<file path="src/rtl/fetch_stage_pkg.sv">
// ============================================================================
//  Module      : fetch_stage_pkg
//  Description : Shared constants and types for the instruction-fetch stage.
//  Revision    : 1.0  initial release
// ============================================================================
`default_nettype none

package fetch_stage_pkg;

   localparam logic [31:0] NOP_INSTR        = 32'h0000_0000;
   localparam logic [31:0] DEFAULT_RESET_PC = 32'h0000_0000;
   localparam logic [31:0] PC_STEP          = 32'd4;
   localparam int          CLOCK_PERIOD     = 10;

   typedef enum logic [0:0] {
      ST_RUN  = 1'b0,
      ST_HALT = 1'b1
   } fetch_state_t;

   function automatic logic is_misaligned(input logic [1:0] low_bits);
      return low_bits != 2'b00;
   endfunction

endpackage

`default_nettype wire

</file>
<file path="src/rtl/fetch_stage_if_id_reg.sv">
// ============================================================================
//  Module      : fetch_stage_if_id_reg
//  Description : IF/ID pipeline register; holds on stall, flush inserts a bubble.
//  Revision    : 1.0  initial release
// ============================================================================
`default_nettype none

module fetch_stage_if_id_reg
   import fetch_stage_pkg::*;
#(
   parameter int ADDR_W = 32,
   parameter int DATA_W = 32
) (
   input  logic              clock,
   input  logic              reset,
   input  logic              stall,
   input  logic              flush,
   input  logic [DATA_W-1:0] if_instr,
   input  logic [ADDR_W-1:0] if_pc,
   input  logic [ADDR_W-1:0] if_pc_plus4,
   output logic              id_valid,
   output logic [DATA_W-1:0] id_instr,
   output logic [ADDR_W-1:0] id_pc,
   output logic [ADDR_W-1:0] id_pc_plus4
);

   logic              valid_q, valid_d;
   logic [DATA_W-1:0] instr_q, instr_d;
   logic [ADDR_W-1:0] pc_q, pc_d;
   logic [ADDR_W-1:0] pc4_q, pc4_d;
   logic              enable;

   // Flush overrides stall so a squash is never lost behind a hazard hold.
   assign enable = ~stall | flush;

   always_comb begin
      valid_d = valid_q;
      instr_d = instr_q;
      pc_d    = pc_q;
      pc4_d   = pc4_q;
      if (enable) begin
         if (flush) begin
            valid_d = 1'b0;
            instr_d = DATA_W'(NOP_INSTR);
         end else begin
            valid_d = 1'b1;
            instr_d = if_instr;
            pc_d    = if_pc;
            pc4_d   = if_pc_plus4;
         end
      end
   end

   always_ff @(posedge clock or posedge reset) begin
      if (reset) begin
         valid_q <= 1'b0;
         instr_q <= DATA_W'(NOP_INSTR);
         pc_q    <= '0;
         pc4_q   <= '0;
      end else begin
         valid_q <= valid_d;
         instr_q <= instr_d;
         pc_q    <= pc_d;
         pc4_q   <= pc4_d;
      end
   end

   assign id_valid    = valid_q;
   assign id_instr    = instr_q;
   assign id_pc       = pc_q;
   assign id_pc_plus4 = pc4_q;

endmodule

`default_nettype wire

</file>
<file path="src/rtl/fetch_stage.sv">
// ============================================================================
//  Module      : fetch_stage
//  Description : MIPS instruction fetch: PC, run/halt FSM, fetch counter, IF/ID.
//  Revision    : 1.0  initial release
// ============================================================================
`default_nettype none

module fetch_stage
   import fetch_stage_pkg::*;
#(
   parameter int                ADDR_W   = 32,
   parameter int                DATA_W   = 32,
   parameter logic [ADDR_W-1:0] RESET_PC = ADDR_W'(DEFAULT_RESET_PC)
) (
   input  logic              clock,
   input  logic              reset,
   input  logic              stall,
   input  logic              redirect,
   input  logic [ADDR_W-1:0] redirect_pc,
   input  logic              halt_req,
   output logic [ADDR_W-1:0] imem_addr,
   input  logic [DATA_W-1:0] imem_rdata,
   output logic              id_valid,
   output logic [DATA_W-1:0] id_instr,
   output logic [ADDR_W-1:0] id_pc,
   output logic [ADDR_W-1:0] id_pc_plus4,
   output logic              halted,
   output logic              misalign_err,
   output logic [31:0]       fetch_count
);

   fetch_state_t      state_q, state_d;
   logic [ADDR_W-1:0] pc_q, pc_d;
   logic [31:0]       count_q, count_d;
   logic              misalign_q, misalign_d;
   logic [ADDR_W-1:0] pc_plus4;
   logic [ADDR_W-1:0] redirect_aligned;
   logic              do_redirect;
   logic              do_idle;
   logic              do_fetch;
   logic              flush;

   assign pc_plus4         = pc_q + ADDR_W'(PC_STEP);
   assign redirect_aligned = {redirect_pc[ADDR_W-1:2], 2'b00};

   always_ff @(posedge clock or posedge reset) begin
      if (reset) begin
         state_q <= ST_RUN;
      end else begin
         state_q <= state_d;
      end
   end

   always_comb begin
      state_d = state_q;
      case (state_q)
         ST_RUN:  if (halt_req) state_d = ST_HALT;
         ST_HALT: state_d = ST_HALT;
         default: state_d = ST_RUN;
      endcase
   end

   // A halt request without a concurrent redirect already behaves like HALT
   // on its own edge, so the PC never advances past the halting address.
   always_comb begin
      do_redirect = 1'b0;
      do_idle     = 1'b1;
      do_fetch    = 1'b0;
      halted      = 1'b1;
      if (state_q == ST_RUN) begin
         halted      = 1'b0;
         do_redirect = redirect;
         do_idle     = ~redirect & halt_req;
         do_fetch    = ~redirect & ~halt_req & ~stall;
      end
      flush = do_redirect | (do_idle & ~stall);
   end

   always_comb begin
      pc_d       = pc_q;
      count_d    = count_q;
      misalign_d = misalign_q;
      if (do_redirect) begin
         pc_d       = redirect_aligned;
         misalign_d = misalign_q | is_misaligned(redirect_pc[1:0]);
      end else if (do_fetch) begin
         pc_d    = pc_plus4;
         count_d = count_q + 32'd1;
      end
   end

   always_ff @(posedge clock or posedge reset) begin
      if (reset) begin
         pc_q       <= RESET_PC;
         count_q    <= '0;
         misalign_q <= 1'b0;
      end else begin
         pc_q       <= pc_d;
         count_q    <= count_d;
         misalign_q <= misalign_d;
      end
   end

   assign imem_addr    = pc_q;
   assign fetch_count  = count_q;
   assign misalign_err = misalign_q;

   fetch_stage_if_id_reg #(
      .ADDR_W (ADDR_W),
      .DATA_W (DATA_W)
   ) u_if_id_reg (
      .clock       (clock),
      .reset       (reset),
      .stall       (stall),
      .flush       (flush),
      .if_instr    (imem_rdata),
      .if_pc       (pc_q),
      .if_pc_plus4 (pc_plus4),
      .id_valid    (id_valid),
      .id_instr    (id_instr),
      .id_pc       (id_pc),
      .id_pc_plus4 (id_pc_plus4)
   );

endmodule

`default_nettype wire

</file>
<file path="config.mk">
export PLATFORM = sky130hd
export DESIGN_NAME = fetch_stage
export DESIGN_NICKNAME = d
export VERILOG_FILES = /design/src/rtl/fetch_stage_pkg.sv /design/src/rtl/fetch_stage_if_id_reg.sv /design/src/rtl/fetch_stage.sv
export SDC_FILE = /design/constraint.sdc
export NUM_CORES = 1
export LEC_CHECK = 0
export BUFFER_PORTS_ARGS = -buffer_cell sky130_fd_sc_hd__buf_2
export CORE_ASPECT_RATIO = 0.9
export CORE_MARGIN = 2
export CORE_UTILIZATION = 50
export CTS_CLUSTER_SIZE = 12
export DETAILED_ROUTE_END_ITERATION = 8
export MAX_ROUTING_LAYER = met4
export PLACE_DENSITY_LB_ADDON = 0.08
export SYNTH_ARGS = -nofsm -noshare
export SYNTH_HDL_FRONTEND = slang
export SYNTH_SLANG_ARGS = --single-unit
</file>
<file path="constraint.sdc">
create_clock -name clock -period 13.3 [get_ports clock]
set_input_delay 0 -clock clock [delete_from_list [all_inputs] [get_ports clock]]
set_output_delay 0 -clock clock [all_outputs]
set_load 0.05 [all_outputs]
</file>
==> flow_metrics.py <==
metrics = {
    "cts": {
        "cts_sinks": 157,
        "cts_root_buffer": "clkbuf_16",
        "post_cts_buffers": 0,
        "clock_latency_ps": 410,
        "cts_tree": "built",
        "clkTransAtPathRegs_ps": 60,
        "cts_buffers": 17,
        "cts_buffer_depth": 2,
        "htree_levels": 4,
    },
    "finish": {
        "drive_gt1_frac": 0.291,
        "nNetsFinal": 987,
        "syn2layout_area_growth_pct": 36.4,
    },
    "sta": {
        "max_slew.worst_pin.slew_ps": 1310,
        "layout_min_cycle_time_ps": 2480,
        "clock.fmax_ghz": 0.403,
        "drv_slew": 0,
        "fin_skew_ps": 6.36,
        "rsz0062_at_grt": "no",
        "tns_ps": 0,
        "max_slew_margin": 0.122,
        "fin_ws_ps": 10820,
        "setup_viol": 0,
        "finalCritPeriodShare": 0.187,
        "hold_viol_final": 0,
    },
    "route": {
        "wl_met2_um": 9150,
        "topRoutingLayerUsed": "met4",
        "met3_length_um": 1200,
        "via_per_inst": 5.40,
        "drc": 0,
        "drt-met1-wl_um": 8110,
        "drt_wl_total_um": 18700,
        "ant_nets": 0,
        "wl_per_cell_um": 17.1,
        "dr.pass1.iters": 5,
        "dr.first_iter.drc_count": 555,
        "via_count": 5929,
    },
    "logic_synthesis": {
        "yosysUniqueCellTypes": 41,
        "synth-seq-cells": 157,
        "synth_edf_count": 0,
        "netlist_area_um2": 6700,
        "synth_top_area_frac": 0.586,
        "yosys-top-cells-area": "dfrtp_1 (59%), nand2_1 (8.2%), xnor2_1 (4.7%)",
        "ys_warn_count": 0,
        "async_reset_ff_frac": 1.00,
        "synth.largest_area_cell": "dfrtp_1",
        "ys_seq_area_frac": 0.586,
        "netlist_instances": 639,
        "syn_area_per_cell_um2": 10.5,
        "synthFlopType": "dfrtp_1",
    },
    "floorplanning": {
        "start_util": 0.507,
        "dieArea_um2": 14300,
        "rows": 40,
        "io_pins": 232,
        "die_x_um": 126,
        "die-height_um": 114,
        "core_region_area_um2": 13200,
    },
    "global_routing": {
        "gr-total-overflow": 0,
        "gr-usage-all-layers": 0.272,
        "grt_max_degree": 81,
        "grt_pass1_vias": 5923,
        "antenna_found_initial": 1,
        "grt_pass1_wl_um": 30200,
    },
    "place": {
        "dpl_worst_slack_ps": 10840,
        "port_buffers": 225,
        "dpl.hpwl_um": 11800,
        "gp_congestion": 0.803,
    },
    "hold_path": {
        "hold_class": "input pin to asynchronous set/reset pin",
    },
    "worst_setup_path": {
        "cp-end-kind": "flop",
        "cp_max_fo": 70,
        "cp.arrival_ps": 2800,
        "cp-start-kind": "flop",
        "path_class": "flop to flop",
        "required_ps": 13620,
    },
    "power_and_ir_drop": {
        "pwr_density_cell_nw_per_um2": 128,
        "p_leak_nw": 4.81,
        "vdd_drop_max_mv": 0.104,
    },
    "status": {
        "status": "finished clean",
    },
    "run": {
        "drv_cap": 0,
    },
}
[power by group]
group | total, mW | internal, mW | leakage [nW] | switching [mW]
clock | 0.451 | 0.268 | 0.269 | 0.183
sequential | 0.532 | 0.501 | 2.11 | 0.0317
combinational | 0.188 | 0.0546 | 2.43 | 0.133
total | 1.17 | 0.823 | 4.81 | 0.348
[cell usage after synthesis (2+ instances only)]
| cell type | instances |
|---|---|
| buf_2 | 3 |
| o311ai_0 | 2 |
| buf_1 | 2 |
| o211ai_1 | 3 |
| nand4_1 | 17 |
| nor4_4 | 2 |
| nor3_1 | 6 |
| a22o_1 | 32 |
| xnor2_1 | 36 |
| nor2b_1 | 2 |
| a221o_1 | 4 |
| dfrtp_1 | 157 |
| a21oi_1 | 4 |
| inv_1 | 5 |
| nor3_4 | 2 |
| and4_1 | 7 |
| a22oi_1 | 18 |
| nand3_1 | 27 |
| clkbuf_1 | 32 |
| o21ai_0 | 52 |
| and3_1 | 9 |
| xor2_1 | 23 |
| ha_1 | 2 |
| nor4_1 | 4 |
| nand2_1 | 146 |
| or4_1 | 2 |
| buf_4 | 6 |
| a21o_1 | 4 |
| nor2_1 | 18 |
[cell families (layout without fill, tap and decap cells)]
| family | Yosys count | in the layout | synth area share |
|---|---|---|---|
| simple gates | 249 | 249 | 0.177 |
| flops | 157 | 157 | 0.586 |
| compound gates | 123 | 123 | 0.125 |
| xor+xnor | 59 | 59 | 0.0771 |
| buf+inv | 48 | 333 | 0.0308 |
| fa+ha+maj | 2 | 2 | 0.00373 |
| other cells | 1 | 7 | 0.000560 |
[sequential cells by signal, indices dropped and copies added, names as in the netlist]
signal	count
misalign_err	1
u_if_id_reg.id_instr	32
u_if_id_reg.id_pc	30
imem_addr	30
fetch_count	32
state_q	1
u_if_id_reg.id_valid	1
u_if_id_reg.id_pc_plus4	30
[final cells by class]
type                            count  area (um2)
Multi-Input combinational cell    439        2600
Antenna cell                        1        2.50
Fill cell                        1013        4070
Tap cell                          168         210
Timing Repair Buffer              296        1820
Inverter                            5        23.8
Clock inverter                      5        30.0
Sequential cell                   157        3930
Clock buffer                       27         523
[worst paths after layout]
path,from,endpoint,slack (ps),cells past startpoint
min in group clock,stall,fetch_count[13],260,5
worst min register to register,u_if_id_reg.id_pc[24],u_if_id_reg.id_pc[24],470,2
worst max-delay path,state_q,fetch_count[6],10820,5
max in group asynchronous,reset,fetch_count[19],11580,4
worst min-delay path,reset,u_if_id_reg.id_instr[24],250,3
worst max register to register,state_q,fetch_count[6],10820,5
[per-stage QoR]
| stage | util | hold WS [ps] | power, mW | cells | instance area [um2] |
|---|---|---|---|---|---|
| detailed placement | 0.600 | 173 | 0.713 | 999 | 7920 |
| global route | 0.692 | 283 | 1.22 | 1098 | 9140 |
| finish | 0.692 | 247 | 1.17 | 1098 | 9140 |
| global placement | 0.600 | 163 | 0.709 | 999 | 7920 |
| CTS | 0.692 | 234 | 1.18 | 1097 | 9140 |
| floorplan | - | 109 | 0.661 | 644 | 6720 |
[cells in the final DEF (no fill, tap or decap), drive strengths merged, types with 2 or more instances in the layout]
cell type | netlist | final
inv | 5 | 5
clkinvlp | 0 | 2
nor2b | 2 | 2
nand3 | 27 | 27
a21o | 4 | 4
nand4 | 17 | 17
a22oi | 18 | 18
o311ai | 2 | 2
a21oi | 4 | 4
dlygate4sd3 | 0 | 66
and4 | 7 | 7
or4 | 2 | 2
clkinv | 0 | 3
a22o | 32 | 32
clkbuf | 32 | 27
a221o | 4 | 4
o211ai | 3 | 3
conb | 1 | 6
and3 | 9 | 9
xor2 | 23 | 23
xnor2 | 36 | 36
or2 | 2 | 2
nor2 | 18 | 18
buf | 11 | 230
nor4 | 6 | 6
o21ai | 52 | 52
nor3 | 9 | 9
dfrtp | 157 | 157
ha | 2 | 2
nand2 | 146 | 146
[what timing repair did]
item / in CTS / in global routing
hold buffers: 66 / 0
endpoints found under the hold margin: 143 / 0
gates resized for setup: 0 / 0
[critical path, cell delays in order (launching register included)]
cell	delay [ps]
dfrtp_1	450
or4_4	820
buf_4	440
nor2_1	320
nand3_1	140
xnor2_1	210
[routing by layer]
layer / vias to the layer above / track usage
met5: - / -
met4: 0 / 0.0821
li1: 2765 / -
met3: 26 / 0.0624
met2: 234 / 0.437
met1: 2904 / 0.350
No activity file was read; power rests on OpenSTA's default activity.
